### config.mk
export PLATFORM = sky130hd
export DESIGN_NAME = alu_arbiter
export DESIGN_NICKNAME = d
export VERILOG_FILES = /design/src/rtl/alu_pkg.sv /design/src/rtl/alu_core.sv /design/src/rtl/alu_arbiter.sv
export SDC_FILE = /design/constraint.sdc
export NUM_CORES = 1
export LEC_CHECK = 0
export ABC_AREA = 1
export BUFFER_PORTS_ARGS = -buffer_cell sky130_fd_sc_hd__buf_4
export CAP_MARGIN = 20
export CORE_MARGIN = 2
export CORE_UTILIZATION = 61
export CTS_CLUSTER_DIAMETER = 200
export DETAILED_ROUTE_END_ITERATION = 8
export GPL_ROUTABILITY_DRIVEN = 0
export PLACE_DENSITY_LB_ADDON = 0.15
export RECOVER_POWER = 50
export SYNTH_ARGS = -nofsm -noshare
export SYNTH_HDL_FRONTEND = slang
export SYNTH_HIERARCHICAL = 1
export SYNTH_SLANG_ARGS = --single-unit
### constraint.sdc
create_clock -name i_clock -period 7.9 [get_ports i_clock]
set_input_delay 0.395 -clock i_clock [delete_from_list [all_inputs] [get_ports i_clock]]
set_output_delay 0.395 -clock i_clock [all_outputs]
set_load 0.02 [all_outputs]
### src/rtl/alu_pkg.sv
// Shared definitions for the two-requester ALU arbiter: opcodes, FSM states
// and the default datapath width.
package alu_pkg;

  localparam int unsigned W_DEFAULT = 32;

  // Opcode class carried in f[2:1]; f[0] substitutes operand b with 1.
  localparam logic [1:0] OP_ADD = 2'b00;
  localparam logic [1:0] OP_SUB = 2'b01;
  localparam logic [1:0] OP_MUL = 2'b10;
  localparam logic [1:0] OP_ILL = 2'b11;

  typedef enum logic [1:0] {
    StIdle = 2'b00,
    StExec = 2'b01,
    StResp = 2'b10
  } alu_state_e;

  // Value loaded into the execute down-counter: latency minus one.
  function automatic logic [3:0] lat_m1(input logic [2:0] f, input int unsigned mul_lat);
    return (f[2:1] == OP_MUL) ? 4'(mul_lat - 1) : 4'd0;
  endfunction

endpackage

### src/rtl/alu_core.sv
// Combinational add/sub/mul datapath; f[0] turns operand b into 1 so the
// same opcodes give increment/decrement/identity-multiply.
module alu_core
  import alu_pkg::*;
#(
  parameter int unsigned W = W_DEFAULT
) (
  input  logic [W-1:0] a,
  input  logic [W-1:0] b,
  input  logic [2:0]   f,
  output logic [W-1:0] r,
  output logic         err
);

  logic [W-1:0] b_eff;
  logic [W-1:0] mul_a;
  logic [W-1:0] mul_b;

  // Operand selection: low halves only feed the multiplier.
  always_comb begin
    b_eff = f[0] ? W'(1) : b;
    mul_a = {{(W - 16){1'b0}}, a[15:0]};
    mul_b = {{(W - 16){1'b0}}, b_eff[15:0]};
  end

  // Result mux; illegal opcode yields zero with the error flag set.
  always_comb begin
    r   = '0;
    err = 1'b0;
    unique case (f[2:1])
      OP_ADD: r = a + b_eff;
      OP_SUB: r = a - b_eff;
      OP_MUL: r = mul_a * mul_b;
      OP_ILL: err = 1'b1;
      default: err = 1'b1;
    endcase
  end

endmodule

### src/rtl/alu_arbiter.sv
// Two-requester round-robin front end for a single shared ALU. One operation
// is in flight at a time: IDLE grants and latches, EXEC waits out the op
// latency, RESP holds the registered result until the consumer takes it.
module alu_arbiter
  import alu_pkg::*;
#(
  parameter int unsigned W       = W_DEFAULT,
  parameter int unsigned MUL_LAT = 2
) (
  input  logic           i_clock,
  input  logic           i_reset_n,
  input  logic [1:0]     i_req_valid,
  output logic [1:0]     o_req_ready,
  input  logic [2*W-1:0] i_req_a,
  input  logic [2*W-1:0] i_req_b,
  input  logic [5:0]     i_req_f,
  output logic           o_rsp_valid,
  input  logic           i_rsp_ready,
  output logic           o_rsp_id,
  output logic [W-1:0]   o_rsp_data,
  output logic           o_rsp_err
);

  alu_state_e   state_q;
  logic [3:0]   cnt_q;
  logic         rr_q;       // id of the last requester served
  logic [W-1:0] a_q;
  logic [W-1:0] b_q;
  logic [2:0]   f_q;
  logic         id_q;

  logic         rsp_valid_q;
  logic         rsp_id_q;
  logic [W-1:0] rsp_data_q;
  logic         rsp_err_q;

  logic [1:0]   grant;
  logic         accept;
  logic         win_id;
  logic [W-1:0] sel_a;
  logic [W-1:0] sel_b;
  logic [2:0]   sel_f;
  logic [W-1:0] core_r;
  logic         core_err;

  // Round-robin grant: the requester served last loses a tie.
  always_comb begin
    grant = 2'b00;
    if (state_q == StIdle && i_reset_n) begin
      unique case (i_req_valid)
        2'b01:   grant = 2'b01;
        2'b10:   grant = 2'b10;
        2'b11:   grant = rr_q ? 2'b01 : 2'b10;
        default: grant = 2'b00;
      endcase
    end
  end

  assign o_req_ready = grant;
  assign accept      = |(i_req_valid & grant);
  assign win_id      = grant[1];
  assign sel_a       = win_id ? i_req_a[2*W-1:W] : i_req_a[W-1:0];
  assign sel_b       = win_id ? i_req_b[2*W-1:W] : i_req_b[W-1:0];
  assign sel_f       = win_id ? i_req_f[5:3] : i_req_f[2:0];

  alu_core #(
    .W(W)
  ) u_core (
    .a  (a_q),
    .b  (b_q),
    .f  (f_q),
    .r  (core_r),
    .err(core_err)
  );

  // Control FSM with registered response outputs.
  always_ff @(posedge i_clock or negedge i_reset_n) begin
    if (!i_reset_n) begin
      state_q     <= StIdle;
      cnt_q       <= 4'd0;
      rr_q        <= 1'b1;
      a_q         <= '0;
      b_q         <= '0;
      f_q         <= 3'd0;
      id_q        <= 1'b0;
      rsp_valid_q <= 1'b0;
      rsp_id_q    <= 1'b0;
      rsp_data_q  <= '0;
      rsp_err_q   <= 1'b0;
    end else begin
      unique case (state_q)
        StIdle: begin
          if (accept) begin
            a_q     <= sel_a;
            b_q     <= sel_b;
            f_q     <= sel_f;
            id_q    <= win_id;
            cnt_q   <= lat_m1(sel_f, MUL_LAT);
            state_q <= StExec;
          end
        end
        StExec: begin
          if (cnt_q == 4'd0) begin
            rsp_data_q  <= core_r;
            rsp_err_q   <= core_err;
            rsp_id_q    <= id_q;
            rsp_valid_q <= 1'b1;
            state_q     <= StResp;
          end else begin
            cnt_q <= cnt_q - 4'd1;
          end
        end
        StResp: begin
          if (i_rsp_ready) begin
            rr_q        <= rsp_id_q;
            rsp_valid_q <= 1'b0;
            state_q     <= StIdle;
          end
        end
        default: state_q <= StIdle;
      endcase
    end
  end

  assign o_rsp_valid = rsp_valid_q;
  assign o_rsp_id    = rsp_id_q;
  assign o_rsp_data  = rsp_data_q;
  assign o_rsp_err   = rsp_err_q;

endmodule

==> key figures <==
Outcome
  – Status: finished, violations left
  – Failing checks: max-capacitance violations, max-slew violations

STA
  – Final Skew: 11.0 ps
  – Slew Limit Fails: around 110
  – Fmax: approximately 0.14 GHz
  – Final hold violation count: 0
  – Total negative slack: 0 ps
  – Fin crit period: slightly above 7000 ps
  – Unrepaired setup endpoints after global routing: false
  – Final worst-path cycle share: 0.896
  – Slew HR: -1.48
  – Finish-stage setup viols: 0
  – Tightest Pin Transition: roughly 3700 ps

Clock network
  – Post-CTS Resized: 0
  – Clock Sinks: between 100 and 150
  – Number of buffers created by CTS: 9
  – Clk root buf: clkbuf_16
  – H-tree depth: 3
  – Max Buffers Root-to-Sink: 2
  – Hold_buf cts: 0
  – Setup repair bufs after CTS: 0
  – Worst-path clk slew: approximately 70 ps
  – Worst-Skew Late Latency: about 370 ps
  – CTS tree: done

Synth
  – Dominant cells by area after synthesis: fa_1, dfrtp_1, nand2_1
  – Post-synth top flop: dfrtp_1
  – Syn avg cell area: between 7 and 8 um2
  – Most numerous cell in the Yosys netlist: nand2_1
  – Mapped Nets: 2,874
  – Seq/Total Area, Yosys: 0.155
  – Netlist cell types: 45
  – Syn Inst Count: 2,402
  – Yosys reg bits: 110
  – Synth async-reset ratio: 1.00
  – Mapped cell area: 0.0178 mm2
  – Number of synthesized flops with an enable pin: 0
  – Largest area contributor in the netlist: fa_1
  – Share of the synthesized area in the top cell type: 0.220
  – Synth warnings: 6
  – Commonest cells in the netlist: nand2_1, inv_1, nor2_1

Worst setup path
  – Setup CP Type: flop to flop
  – Slowest CP cell: fa_1
  – Cell family with most CP delay: adder cells
  – Bufs and invs on worst path: 8
  – R2r worst-path depth: 28
  – Worst-path fanout max: a little over 40
  – Startpoint Class: flop
  – CP peak stage delay: between 500 and 600 ps
  – FF-to-FF setup slack: 820 ps
  – Worst r2r src: f_q[0]
  – FF-to-FF End: o_rsp_data[31]
  – Worst EP arrival: about 7300 ps
  – CP Capture Type: flop
  – Worst EP required: a little over 8000 ps

Floorplan
  – Initial Util: 0.619
  – Die Area: 0.0305 mm2
  – Die width: between 150 and 200 um
  – IO Count: ~180
  – Core area: between 0.02 and 0.03 mm2
  – Row cnt: 62
  – Die Height: roughly 170 um

Min path
  – Hold endpoint: state_q[1]
  – Hold WC Path Type: primary input to flop
  – Hold Path Stages: 2
  – HP Start: i_rsp_ready

Finish
  – Area delta synth->final: 9.21%
  – Non-Filler Instances: around 2,900
  – Nets: 3,002
  – Fin util: 0.676
  – Multi-input logic area: 0.0128 mm2
  – Fill cells: 2,570
  – Register area: between 0.002 and 0.003 mm2
  – Diode count: 0
  – Layout cells sized above 1: 0.150

GRT
  – Via count of the first global-routing pass: between 15,000 and 20,000
  – GRT Residual Overflow: 0
  – Wire length of the first global-routing pass: between 80 and 90 mm
  – Initial antenna violation count: 0
  – Largest net degree at the start of global routing: 75
  – Global Route Usage Sum: 0.369

Job
  – Max Cap Viol: 2

Drt
  – Routed wire length: roughly 54 mm
  – Via count: about 17,000
  – DR vias/cell: about 5.7
  – Avg WL per Cell: roughly 19 um
  – 1st-pass router iterations: 8
  – Residual DRC: 0
  – Antenna-violating nets left: 0
  – DRT iter0 DRCs: ~1,600

Place
  – Number of port buffers: about 180
  – Cell count after placement: between 2,000 and 3,000
  – Final HPWL DP: ~44 mm
metal layers:
metal	wire length, um	vias up	track usage
met5	0	-	0
met4	3270	0	0.194
met3	5090	227	0.0853
met2	25300	905	0.612
met1	20600	7810	0.452
li1	-	7652	-
flip-flops by register name, indices dropped and copies added, names as in the netlist:
register and flops:
b_q 32, cnt_q 4, o_rsp_valid 1, o_rsp_id 1, rr_q 1, o_rsp_err 1, f_q 3, id_q 1
state_q 2, a_q 32, o_rsp_data 32
worst max-delay path by stage:
stage | startpoint | endpoint | slack (ps) | depth (start not counted)
2_1_floorplan | f_q[0] | o_rsp_data[20] | 1870 | 29
3_5_place_dp | f_q[0] | o_rsp_data[20] | 970 | 24
6_report | f_q[0] | o_rsp_data[31] | 820 | 28
3_3_place_gp | f_q[0] | o_rsp_data[20] | 1160 | 26
5_1_grt | f_q[0] | o_rsp_data[20] | 440 | 26
4_1_cts | f_q[0] | o_rsp_data[20] | 950 | 24
worst reg2reg max path, delay by kind of cell, from the launching register on:
kind          cells  cell delay (ps)
simple gates     12             1540
flops             1              500
fa+ha+maj         7             3420
buf+inv           8             1220
mux               1              270
cell type report:
type,count,share of cell area
timing repair buffer,191,0.0668
clock inverter,5,0.00297
sequential,110,0.142
inverter,458,0.0889
clock buffer,11,0.0125
multi-input combinational,1760,0.662
tap,384,0.0248
cell families after synthesis:
group / share of synthesized area
flops: 0.155
simple gates: 0.255
compound gates: 0.104
fa+ha+maj: 0.317
mux: 0.0271
buf+inv: 0.123
xor+xnor: 0.0187
per-stage QoR:
stage               cell area, um2  worst slack [ps]  hold WS [ps]
floorplan                    17800              1870          99.4
global placement             19200              1160           410
detailed placement           19200               965           422
CTS                          19500               947          23.6
global route                 19400               444           210
finish                       19400               820           206
cells in the final DEF (no fill, tap or decap), drive strengths merged, types with 2 or more instances in the layout:
master / instances
nand2: 609
inv: 451
nor2: 277
fa: 195
o21ai: 191
buf: 154
ha: 138
nand3: 116
dfrtp: 109
a21oi: 82
clkbuf: 48
mux2: 34
xor2: 28
nor3: 19
nand4: 18
nand3b: 12
clkinv: 11
xnor2: 10
o21bai: 9
or2: 9
a31oi: 4
o31ai: 2
o22ai: 2
Power is left out: the tool's default activity adds up to more than one toggle a clock period on the data nets, which glitch-free logic cannot reach.
